File: config.mk
export PLATFORM = sky130hd
export DESIGN_NAME = spi_tx16_flat
export DESIGN_NICKNAME = d
export VERILOG_FILES = /design/src/rtl/spi_tx16_if.sv /design/src/rtl/spi_tx16.sv /design/src/flat_wrapper.sv
export SDC_FILE = /design/constraint.sdc
export NUM_CORES = 1
export LEC_CHECK = 0
export ABC_AREA = 1
export CAP_MARGIN = 20
export CORE_MARGIN = 2
export CORE_UTILIZATION = 55
export CTS_BUF_LIST = sky130_fd_sc_hd__clkbuf_4 sky130_fd_sc_hd__clkbuf_8 sky130_fd_sc_hd__clkbuf_16
export DETAILED_ROUTE_END_ITERATION = 6
export HOLD_SLACK_MARGIN = 0.12
export PLACE_DENSITY = 0.77
export RECOVER_POWER = 100
export SKIP_LAST_GASP = 1
export SLEW_MARGIN = 10
export SYNTH_ARGS = -nofsm -noshare
export SYNTH_HDL_FRONTEND = slang
export SYNTH_SLANG_ARGS = --single-unit
export TNS_END_PERCENT = 1
File: constraint.sdc
create_clock -name clk -period 1.81 [get_ports clk]
set_input_delay 0.2715 -clock clk [delete_from_list [all_inputs] [get_ports clk]]
set_output_delay 0.2715 -clock clk [all_outputs]
set_load 0.05 [all_outputs]
File: src/rtl/spi_tx16_if.sv
// -----------------------------------------------------------------------------
// spi_tx16_if -- request/status bundle for the 16-bit SPI word transmitter.
//   start : transfer request, sampled on the clk rising edge (master -> slave)
//   addr  : 2-bit word address, captured when start is accepted
//   data  : 16-bit word to send, captured when start is accepted
//   busy  : high while a transfer is in progress (slave -> master)
//   done  : one-cycle completion pulse (slave -> master)
// -----------------------------------------------------------------------------
interface spi_tx16_if;
    logic        start;
    logic [1:0]  addr;
    logic [15:0] data;
    logic        busy;
    logic        done;

    modport master (output start, output addr, output data, input busy, input done);
    modport slave  (input start, input addr, input data, output busy, output done);
endinterface

File: src/rtl/spi_tx16.sv
// -----------------------------------------------------------------------------
// spi_tx16 -- serialises one 16-bit word MSB first over a write-only SPI link,
// with a 2-bit word address presented in parallel on spi_a.
//   clk      : system clock, all state updates on the rising edge
//   reset_n  : asynchronous active-low reset
//   bus      : start/addr/data request, busy/done status (spi_tx16_if.slave)
//   spi_cs   : chip select, active-low
//   spi_clk  : serial clock, idles high; receiver samples on its rising edge
//   spi_mosi : serial data, changes only while spi_clk is high
//   spi_a    : word address, held from acceptance until the next accepted start
// Every phase (SETUP, CS_LOW, 16 x BIT_HI/BIT_LO, END) lasts CLK_DIV clocks,
// so a transfer keeps busy high for exactly 35*CLK_DIV cycles.
// -----------------------------------------------------------------------------
module spi_tx16 #(
    parameter int CLK_DIV = 2
) (
    input  logic       clk,
    input  logic       reset_n,
    spi_tx16_if.slave  bus,
    output logic       spi_cs,
    output logic       spi_clk,
    output logic       spi_mosi,
    output logic [1:0] spi_a
);

    typedef enum logic [2:0] {
        ST_IDLE   = 3'd0,
        ST_SETUP  = 3'd1,
        ST_CS_LOW = 3'd2,
        ST_BIT_HI = 3'd3,
        ST_BIT_LO = 3'd4,
        ST_END    = 3'd5
    } state_t;

    // Phase timer reload: the counter runs CLK_DIV-1 down to 0.
    localparam logic [7:0] DIV_LOAD = 8'(CLK_DIV - 1);

    state_t      state_r, state_s;
    logic [7:0]  cnt_r,   cnt_s;
    logic [3:0]  bit_r,   bit_s;
    logic [15:0] data_r,  data_s;
    logic        cs_r,    cs_s;
    logic        sclk_r,  sclk_s;
    logic        mosi_r,  mosi_s;
    logic [1:0]  a_r,     a_s;
    logic        busy_r,  busy_s;
    logic        done_r,  done_s;

    // Next-state and next-output logic; every SPI pin value is decided here
    // one cycle ahead so the pins themselves come straight from flops.
    always_comb begin
        state_s = state_r;
        cnt_s   = cnt_r;
        bit_s   = bit_r;
        data_s  = data_r;
        cs_s    = cs_r;
        sclk_s  = sclk_r;
        mosi_s  = mosi_r;
        a_s     = a_r;
        busy_s  = busy_r;
        done_s  = 1'b0;

        if (state_r == ST_IDLE) begin
            // Accepting in IDLE also covers the done cycle, which is IDLE.
            if (bus.start) begin
                state_s = ST_SETUP;
                cnt_s   = DIV_LOAD;
                data_s  = bus.data;
                a_s     = bus.addr;
                busy_s  = 1'b1;
                cs_s    = 1'b1;
                sclk_s  = 1'b1;
                mosi_s  = 1'b0;
            end else begin
                state_s = ST_IDLE;
            end
        end else if (cnt_r != 8'd0) begin
            cnt_s = cnt_r - 8'd1;
        end else begin
            cnt_s = DIV_LOAD;
            case (state_r)
                ST_SETUP: begin
                    state_s = ST_CS_LOW;
                    cs_s    = 1'b0;
                    bit_s   = 4'd15;
                    mosi_s  = data_r[15];
                end
                ST_CS_LOW: begin
                    state_s = ST_BIT_HI;
                    mosi_s  = data_r[bit_r];
                end
                ST_BIT_HI: begin
                    state_s = ST_BIT_LO;
                    sclk_s  = 1'b0;
                end
                ST_BIT_LO: begin
                    // This rising edge is the receiver's sampling edge for bit_r;
                    // the next bit is launched on the same edge.
                    sclk_s = 1'b1;
                    if (bit_r == 4'd0) begin
                        state_s = ST_END;
                    end else begin
                        state_s = ST_BIT_HI;
                        bit_s   = bit_r - 4'd1;
                        mosi_s  = data_r[bit_s];
                    end
                end
                ST_END: begin
                    state_s = ST_IDLE;
                    cnt_s   = 8'd0;
                    cs_s    = 1'b1;
                    mosi_s  = 1'b0;
                    busy_s  = 1'b0;
                    done_s  = 1'b1;
                end
                default: begin
                    state_s = ST_IDLE;
                    cnt_s   = 8'd0;
                    cs_s    = 1'b1;
                    sclk_s  = 1'b1;
                    mosi_s  = 1'b0;
                    busy_s  = 1'b0;
                end
            endcase
        end
    end

    // State, timer, latched word and all output flops.
    always_ff @(posedge clk or negedge reset_n) begin
        if (!reset_n) begin
            state_r <= ST_IDLE;
            cnt_r   <= 8'd0;
            bit_r   <= 4'd0;
            data_r  <= 16'd0;
            cs_r    <= 1'b1;
            sclk_r  <= 1'b1;
            mosi_r  <= 1'b0;
            a_r     <= 2'd0;
            busy_r  <= 1'b0;
            done_r  <= 1'b0;
        end else begin
            state_r <= state_s;
            cnt_r   <= cnt_s;
            bit_r   <= bit_s;
            data_r  <= data_s;
            cs_r    <= cs_s;
            sclk_r  <= sclk_s;
            mosi_r  <= mosi_s;
            a_r     <= a_s;
            busy_r  <= busy_s;
            done_r  <= done_s;
        end
    end

    assign spi_cs   = cs_r;
    assign spi_clk  = sclk_r;
    assign spi_mosi = mosi_r;
    assign spi_a    = a_r;
    assign bus.busy = busy_r;
    assign bus.done = done_r;

endmodule

File: src/flat_wrapper.sv
// flat-port wrapper written by rule: the top's interface ports become plain ports
module spi_tx16_flat 
#(
    parameter int CLK_DIV = 2
)
  (clk, reset_n, spi_cs, spi_clk, spi_mosi, spi_a, bus_start, bus_addr, bus_data, bus_busy, bus_done);
  spi_tx16_if bus_i ();
  input  logic clk;
  input  logic reset_n;
  output logic spi_cs;
  output logic spi_clk;
  output logic spi_mosi;
  output logic [1:0] spi_a;
  input wire logic [$bits(bus_i.start)-1:0] bus_start;
  input wire logic [$bits(bus_i.addr)-1:0] bus_addr;
  input wire logic [$bits(bus_i.data)-1:0] bus_data;
  output wire logic [$bits(bus_i.busy)-1:0] bus_busy;
  output wire logic [$bits(bus_i.done)-1:0] bus_done;
  assign bus_i.start = bus_start;
  assign bus_i.addr = bus_addr;
  assign bus_i.data = bus_data;
  assign bus_busy = bus_i.busy;
  assign bus_done = bus_i.done;
  spi_tx16 #(.CLK_DIV(CLK_DIV)) u_core (.clk(clk), .reset_n(reset_n), .bus(bus_i), .spi_cs(spi_cs), .spi_clk(spi_clk), .spi_mosi(spi_mosi), .spi_a(spi_a));
endmodule
; ---- After elaboration in Yosys (flattened, before gate mapping)
; Cells that the tools add are included.
[classes]
n_addsub = 2
order_cmp = 2
eq_ne = 13
n_mux = 33
bitwise = 2
reduce_logical = 13
[op_table]
columns = operator, n
row1 = two-way mux 8 bit, 3
row2 = two-way mux 1 bit, 19
row3 = one-hot mux 3 bit (4 select lines), 1
row4 = < comparator 4 x 5 -> 1 bit (second input constant), 2
row5 = != test 2 x 1 -> 1 bit (second input constant), 5
row6 = two-way mux 3 bit, 3
row7 = AND reduction 3 bit, 3
row8 = binary-select mux 1 bit (select 4 bit), 2
row9 = one-hot mux 4 bit (2 select lines), 1
row10 = AND reduction 4 bit, 2
row11 = nonzero test 8 bit, 1
row12 = subtractor 8 x 1 -> 8 bit (second input constant), 1
row13 = == test 3 x 2 -> 1 bit (second input constant), 2
row14 = == test 3 bit (second input constant), 2
row15 = OR reduction 3 bit, 2
row16 = logical NOT 4 bit, 1
row17 = two-way mux 4 bit, 1
row18 = != test 2 bit (second input constant), 2
row19 = one-hot mux 1 bit (2 select lines), 2
row20 = one-hot mux 1 bit (4 select lines), 1
row21 = OR reduction 4 bit, 1
row22 = subtractor 4 x 1 -> 4 bit (second input constant), 1
row23 = == test 3 x 1 -> 1 bit (second input constant), 1
row24 = logical NOT 3 bit, 1
row25 = other kinds (4), 5
[word_totals]
register_bits = 38
input_bits = 21
out_inout_bits = 7
wordCells = 75

; ---- Longest topological paths before layout
; Gate-level depths: netlist (run 1).
[depth]
ltp_word = 7
mapped_depth = 14
depth_no_buf = 12

; ---- Worst setup path after synthesis (run 1)
; No wires, ideal clock.
[synth_path]
kind = reg-to-reg
from = reg u_core.bit_r[0]
to = reg u_core.mosi_r, in the netlist u_core.spi_mosi
setup_ns = 0.118
arrival_time_ns = 1.512
t_required_ns = 1.692
setup_slack_ns = 0.181
stages_incl_launch_ff = 13
path_buffers = 2
synth_period_minus_slack_ns = 1.629
cell_sequence = dfrtp_1 buf_6 inv_4 buf_6 ha_1 inv_1 nand3_1 nand3_1 nand3_1 nand3_1 nand3_1 nand2_1 nand2_1
[synth_between]
elab_chain_len = 7
elab_cells_between_ends = 12
classes_between = add/sub: 1 / eq/ne: 1 / mux: 8 / reduce/logical: 2
[synth_lines]
columns = item, line
row1 = from (decl), spi_tx16.sv:40  ; logic [3:0] bit_r, bit_s;
row2 = from (signal assigned), spi_tx16.sv:144  ; bit_r <= bit_s;
row3 = subtractor 4 x 1 -> 4 bit, spi_tx16.sv:104  ; bit_s = bit_r - 4'd1;
row4 = binary-select mux 1 bit (select 4 bit), spi_tx16.sv:105  ; mosi_s = data_r[bit_s];
row5 = two-way mux 1 bit (not written as such), spi_tx16.sv:105
row6 = two-way mux 1 bit, spi_tx16.sv:100  ; if (bit_r == 4'd0) begin
row7 = one-hot mux 1 bit (4 select lines), spi_tx16.sv:81  ; case (state_r)
row8 = two-way mux 1 bit, spi_tx16.sv:77  ; end else if (cnt_r != 8'd0) begin
row9 = two-way mux 1 bit, spi_tx16.sv:63  ; if (state_r == ST_IDLE) begin
row10 = to (signal assigned), spi_tx16.sv:148  ; mosi_r <= mosi_s;
row11 = to (decl), spi_tx16.sv:44  ; logic mosi_r, mosi_s;
; Several ways; a longest one is shown, not always the timed one. The select of a mux whose other input is x is not followed.
; A chain may end at the register's enable or synchronous reset.

; ---- Final worst setup path (run 1)
[layout_path]
from = reg u_core.mosi_r, in the netlist u_core.spi_mosi
to = out spi_mosi
[layout_rtl]
columns = item, line
row1 = to (decl), flat_wrapper.sv:12  ; output logic spi_mosi;
; No word-level cell between the ends.

==> results.md, run 1 <==
- Status: finished, final reports clean
- GP Congestion: 0.898
- Distinct cell type count after synthesis: 32
- TNS Setup: 0 ns
- DP Area: 2460 um2
- Post-Syn Area: 2140 um2
- WHS: 0.473 ns
- Root Driver: clkbuf_8
- Synth warn: 0
- Num Clock Sinks: 38
- Post-synthesis net count: 314
- Critical Path Max Stage Delay: 0.81 ns
- Post CTS Setup Buffer Count: 0
- Synthesis-to-finish area growth: 17.6%
- Critical path's top delay family: buffers and inverters
- Max VDD drop: 1.06 mV
- CP Launch Type: flip-flop
- # setup viols final: 0
- Slew HR: 38.6%
- Htree depth: 2
- Fin. max-slew vios: 0
- Post-route ant nets: 0
- Total Wirelength: approximately 4800 um
- Hold Crit Class: reg -> reg
- Yosys top cell by area: dfrtp_1
- Leak: 1.28 nW
- I/O Pins: 28
- Worst path cell trace: clkdlybuf4s50_1
- Post-route design area: 2520 um2
- Seq/Total Area, Yosys: roughly 44%
- Critical path class: reg -> out
- Critical path's slowest cell: clkdlybuf4s50_1
- Core region area: 3720 um2
- CP Max Fanout: 2
- MaxCap Viol Count: 0
- Iteration-0 DRC Markers: 139
- First-pass GRT wire length: roughly 8300 um
- DP Worst Slack: 0.121 ns
- Nets: 348
- CTS tree: built
- Final worst path period share: just under 100%
- HPWL after DPL: 3660 um
- Top post-synthesis cells by area: dfrtp_1 (42%), nand2_1 (16%), nand3_1 (8.2%)
- Crit path DAT: 1.48 ns
- Critical path buffers and inverters: 1
- Layout cell share with drive strength beyond 1: 8.33%
- Clock Tree Buf Depth: 2
- CP endpoint kind: primary output
- Cells after Synth: 290
- Initial cell density of the core: 57.7%
- Post-route minimum period: 1.75 ns
- Largest net degree at the start of global routing: 39
- Via Count: approximately 1.9k
- Synth cell count leaders: nand2_1 (91), inv_1 (41), dfrtp_1 (36), nand3_1 (35), o21ai_0 (20)
- Non-filler cells, final: 372
- PD cells: 1790 nW/um2
- Final core utilization: 67.8%
- Antenna violations before repair: 0
- Final setup margin: 0.0626 ns
- Most common cell in the synthesized netlist: nand2_1
- Vias in the first global route: 1870
- Flop and latch count out of synthesis: 38
- DRC errors left: 0
- Post-synth EDFFs: 0
- RSZ-0062 raised after global routing: true
- Global route overflow: 0
- Pre-antenna DRT Iters: 4
- Die Area: ~4400 um2
- Die width: 66.4 um
- Slew @ Worst Pin: 0.920 ns
- Ys async rst share: 100%
- Most used DFF post-synth: dfrtp_1
- Via density: 5.12
- IO Port Bufs: 27
- Max Clk Rate: roughly 570 MHz
- Reg clk slew, reported paths: 0.07 ns
- Tot Pwr: 4.51 mW
- Synth top area share: 42.0%
- CTS Buf Count: 5
- Final Skew: 0.00571 ns
- Avg WL per Cell: 13.0 um
- Rows: 22
- Synthesized area per cell: 7.39 um2
- Diode count: 0
- Gr usage total: 25.0%
- Inst Count DP: 364
- Worst skew pair latency: 0.29 ns
- Die Ht: approximately 66 um
- Final Hold Viols: 0
- CP required: 1.54 ns
cell families (layout without fill, tap and decap cells):
kind of cell,count (synthesis),after routing,share of synthesized area [%]
AOI/OAI and AO/OA,37,37,9.98
xor gates and xnor gates,3,3,1.23
adders and majority gates,3,3,1.75
buffers and inverters,54,88,10.8
DFF,38,38,44.5
and+or+nand+nor,155,155,31.8
power by group:
| group | switching [mW] | internal (mW) |
|---|---|---|
| clock | 0.290 | 0.295 |
| combinational | 1.60 | 0.813 |
| sequential | 0.266 | 1.25 |
| total | 2.15 | 2.36 |
area by class of cell:
cell class                 count  area, um2
clock buffer                   7       83.8
fill                         332       1200
inverter                      47        179
multi-input combinational    198        938
sequential                    38        953
tap                           48       60.1
timing repair buffer          34        305
flip-flops by register name, summed over array words and instances, names as in the netlist:
signal	flops
u_core.cnt_r	8
u_core.bit_r	4
u_core.spi_clk	1
u_core.bus.done	1
u_core.bus.busy	1
u_core.spi_mosi	1
u_core.state_r	3
u_core.data_r	16
u_core.spi_a	2
u_core.spi_cs	1
timing repair:
| item | in CTS | in global routing |
|---|---|---|
| hold endpoints to repair | 36 | 0 |
| hold buffers | 1 | 0 |
| endpoints found under the setup margin | 0 | 2 |
| gates resized for setup | 0 | 1 |
cells in the final DEF, fill, tap and decap left out, types with 2 or more instances in the layout:
cell type and instances:
a22oi_1 3, nand2_1 91, o21ai_0 21, o22ai_1 6
inv_1 44, clkbuf_4 2, clkbuf_1 2, ha_1 3
clkdlybuf4s50_1 23, buf_4 5, nand3_1 35, nor2_1 17
nor2_2 3, nand2_2 2, clkbuf_8 5, xor2_1 2
a21oi_1 2, nor3_1 2, dlygate4sd3_1 2, dfstp_2 2
dfrtp_1 36, inv_2 2, nand4_1 3
final timing paths:
kind,start,endpoint,slack (ns),cells after the start
setup / recovery,u_core.spi_mosi,spi_mosi,0.06,1
hold / removal,u_core.bus.busy,u_core.bus.busy,0.47,2
min in group asynchronous,reset_n,u_core.state_r[1],0.72,3
max in group asynchronous,reset_n,u_core.cnt_r[1],0.51,3
setup reg to reg,u_core.bit_r[1],u_core.spi_mosi,0.08,10
hold reg to reg,u_core.bus.busy,u_core.bus.busy,0.47,2
layer usage:
layer | GRT usage [%] | part of all wire, %
met1 | 35.1 | 51
met2 | 37.5 | 44
met3 | 5.79 | 4.0
met4 | 8.93 | 1.2
met5 | 0 | 0
Power figures use the tool's default switching activity.
==> run 2: changes to the inputs <==
- CTS_BUF_LIST: sky130_fd_sc_hd__clkbuf_4 sky130_fd_sc_hd__clkbuf_8 sky130_fd_sc_hd__clkbuf_16 -> sky130_fd_sc_hd__clkbuf_4
- CTS_CLUSTER_DIAMETER: unset -> 80
==> run 2 against run 1 <==
  * Total power decreased by 3.3%
  * Hold slack worse by 0.0047 ns
  * Register-to-register slack lost 0.02 ns
  * Die area unchanged
  * Clock skew rose by 0.0067 ns
  * Clock power fell by 24%
  * Sequential share of layout area grew 0.48 points
  * Critical path type unchanged
  * Critical endpoint is now spi_a[0]
  * Largest power group unchanged
==> results.md, run 2 (synthesis results as in run 1) <==
- Via Count: 1932 (was 1906)
- Commonest non-fill, non-tap cell in the layout: nand2_1 (unchanged)
- Fin. max-slew vios: 0 (unchanged)
- Via density: 5.19 (was 5.12)
- Crit path DAT: 1.50 ns (was 1.48 ns)
- Slew @ Worst Pin: 0.937 ns (was 0.920 ns)
- MaxCap Viol Count: 0 (unchanged)
- Die Area: 4410 um2 (unchanged)
- Final core utilization: 67.0% (was 67.8%)
- Filler instances: 339 (was 332)
- Worst skew pair latency: 0.34 ns (was 0.29 ns)
- CP Launch Type: flip-flop (unchanged)
- PD cells: 1750 nW/um2 (was 1790 nW/um2)
- Slew HR: 37.5% (was 38.6%)
- Leak: 1.27 nW (was 1.28 nW)
- # setup viols final: 0 (unchanged)
- Layout cell share with drive strength beyond 1: 8.64% (was 8.33%)
- Vias in the first global route: 1875 (was 1870)
- Inst Count DP: 364 (unchanged)
- Area occupied by multi-input gates: 938 um2 (unchanged)
- Critical path's slowest cell: clkdlybuf4s50_1 (unchanged)
- Sw Ratio: 48.9% (was 47.7%)
- Global route overflow: 0 (unchanged)
- Critical Path Max Stage Delay: 0.80 ns (was 0.81 ns)
- CTS Buf Count: 5 (unchanged)
- Post-route design area: 2490 um2 (was 2520 um2)
- FF/Latch Area: 953 um2 (unchanged)
- Final Hold Viols: 0 (unchanged)
- Gr usage total: 24.8% (was 25.0%)
- GP Congestion: 0.898 (unchanged)
- Num Clock Sinks: 38 (unchanged)
- Final worst path period share: 97.7% (was 96.5%)
- Critical path's top delay family: buffers and inverters (unchanged)
- Biggest registers after layout: u_core.data_r x16, u_core.cnt_r x8, u_core.bit_r x4 (unchanged)
- Synthesis-to-finish area growth: 16.1% (was 17.6%)
- Max FFs per register: 16 (unchanged)
- Htree depth: 2 (unchanged)
- Largest register by flop count: u_core.data_r (unchanged)
- Die Ht: 66.4 um (unchanged)
- I/O Pins: 28 (unchanged)
- IO Port Bufs: 27 (unchanged)
- HPWL after DPL: 3660 um (unchanged)
- Commonest cells after routing, fill and taps aside: nand2_1 (91), inv_1 (44), dfrtp_1 (36) (unchanged)
- Non-filler cells, final: 372 (unchanged)
- Net Switching: 2.13 mW (was 2.15 mW)
- Hold Crit Class: in -> reg (was reg -> reg)
- First-pass GRT wire length: 8310 um (was 8280 um)
- CP endpoint kind: primary output (unchanged)
- Critical path buffers and inverters: 1 (unchanged)
- CTS tree: built (unchanged)
- Core region area: 3720 um2 (unchanged)
- Clock share of power: 10.2% (was 13.0%)
- Logic pwr share: 55.1% (was 53.4%)
- Reg clk slew, reported paths: 0.10 ns (was 0.07 ns)
- CP required: 1.54 ns (about the same)
- Pre-antenna DRT Iters: 4 (unchanged)
- Worst reg2reg setup slack: 0.06 ns (was 0.08 ns)
- Sequential Power Share: 34.6% (was 33.6%)
- Nets: 348 (unchanged)
- Diode count: 0 (unchanged)
- Post CTS Setup Buffer Count: 0 (unchanged)
- Status: finished, final reports clean (unchanged)
- Antenna violations before repair: 0 (unchanged)
- Root Driver: clkbuf_4 (was clkbuf_8)
- Total Wirelength: 4820 um (was 4840 um)
- Worst path cell trace: clkdlybuf4s50_1 (unchanged)
- Critical path class: reg -> out (unchanged)
- DRC errors left: 0 (unchanged)
- WHS: 0.468 ns (was 0.473 ns)
- Clock Tree Buf Depth: 2 (unchanged)
- Post-route ant nets: 0 (unchanged)
- Rows: 22 (unchanged)
- Avg WL per Cell: 12.9 um (was 13.0 um)
- DP Area: 2460 um2 (unchanged)
- Die width: 66.4 um (unchanged)
- Post-route minimum period: 1.77 ns (was 1.75 ns)
- Final Skew: 0.0124 ns (was 0.00571 ns)
- Cell Int Power: 2.23 mW (was 2.36 mW)
- Max VDD drop: 1.07 mV (was 1.06 mV)
- Iteration-0 DRC Markers: 153 (was 139)
- RSZ-0062 raised after global routing: true (unchanged)
- CP Max Fanout: 2 (unchanged)
- Largest net degree at the start of global routing: 39 (unchanged)
- Max Clk Rate: 565 MHz (was 572 MHz)
- Initial cell density of the core: 57.7% (unchanged)
-- run 2: cell types whose count changed in the layout (fill, tap and decap cells not counted) --
cell and delta:
clkbuf_1 -1, dlygate4sd3_1 -1, clkbuf_8 -5, clkbuf_4 +5
dlygate4sd2_1 +1, clkbuf_2 +1
-- run 2: per-layer routing --
| metal | vias up | part of all wire [%] | track usage (%) |
|---|---|---|---|
| met5 | - | 0 | 0 |
| met4 | 0 | 1.0 | 6.89 |
| met3 | 5 | 4.2 | 5.79 |
| met2 | 45 | 43 | 38.3 |
| met1 | 892 | 51 | 34.9 |
| li1 | 990 | - | - |
-- run 2: path summary, 6_finish.rpt --
path / from / end / cells after the start
worst min register to register: u_core.bus.busy / u_core.bus.busy / 2
worst max register to register: u_core.bit_r[1] / u_core.spi_mosi / 10
max in group asynchronous: reset_n / u_core.cnt_r[1] / 3
worst min-delay path: bus_data[0] / u_core.data_r[0] / 3
min in group asynchronous: reset_n / u_core.state_r[1] / 3
worst max-delay path: u_core.spi_a[0] / spi_a[0] / 1
-- run 2: what timing repair did --
action	in CTS	in global routing
pin swaps	0	0
hold buffers	1	0
resized for setup	1	1
setup endpoints to repair	1	4
endpoints found under the hold margin	36	0
-- run 2: worst register-to-register path: stages, from the launching register on --
cell     delay [ns]
dfrtp_1        0.45
inv_1          0.15
ha_1           0.39
inv_1          0.17
nand3_1        0.09
nand3_1        0.09
nand3_1        0.07
nand3_1        0.08
nand3_1        0.07
nand2_1        0.06
nand2_1        0.04
-- run 2: metrics by stage --
step	setup TNS [ns]	setup slack, ns	total power [mW]
after CTS	0	0.0220	4.44
after global placement	0	0.202	3.94
after detailed placement	0	0.121	3.99
after global routing	-0.0710	-0.0341	4.79
final	0	0.0414	4.36
after floorplan	0	0.181	3.39
-- run 2: power by group through the flow --
stage / combinational (mW) / sequential [mW] / clock, mW
4_1_cts: 2.46 / 1.52 / 0.459
2_1_floorplan: 1.69 / 1.70 / 0
5_1_grt: 2.74 / 1.55 / 0.499
6_report: 2.41 / 1.51 / 0.445
3_5_place_dp: 2.46 / 1.53 / 0
3_3_place_gp: 2.42 / 1.52 / 0
-- run 2: final cells by class --
class | count | share of cell area [%]
inverters | 47 | 7.19
well taps | 48 | 2.41
clock buffers | 7 | 2.11
multi-input cells | 198 | 37.7
flip-flops and latches | 38 | 38.3
repair buffers | 34 | 12.3
==> run 3: changes to the inputs <==
- SLEW_MARGIN: 10 -> unset
==> results of run 3 <==
The final DEF is identical to that of run 2; final timing and power are the same.
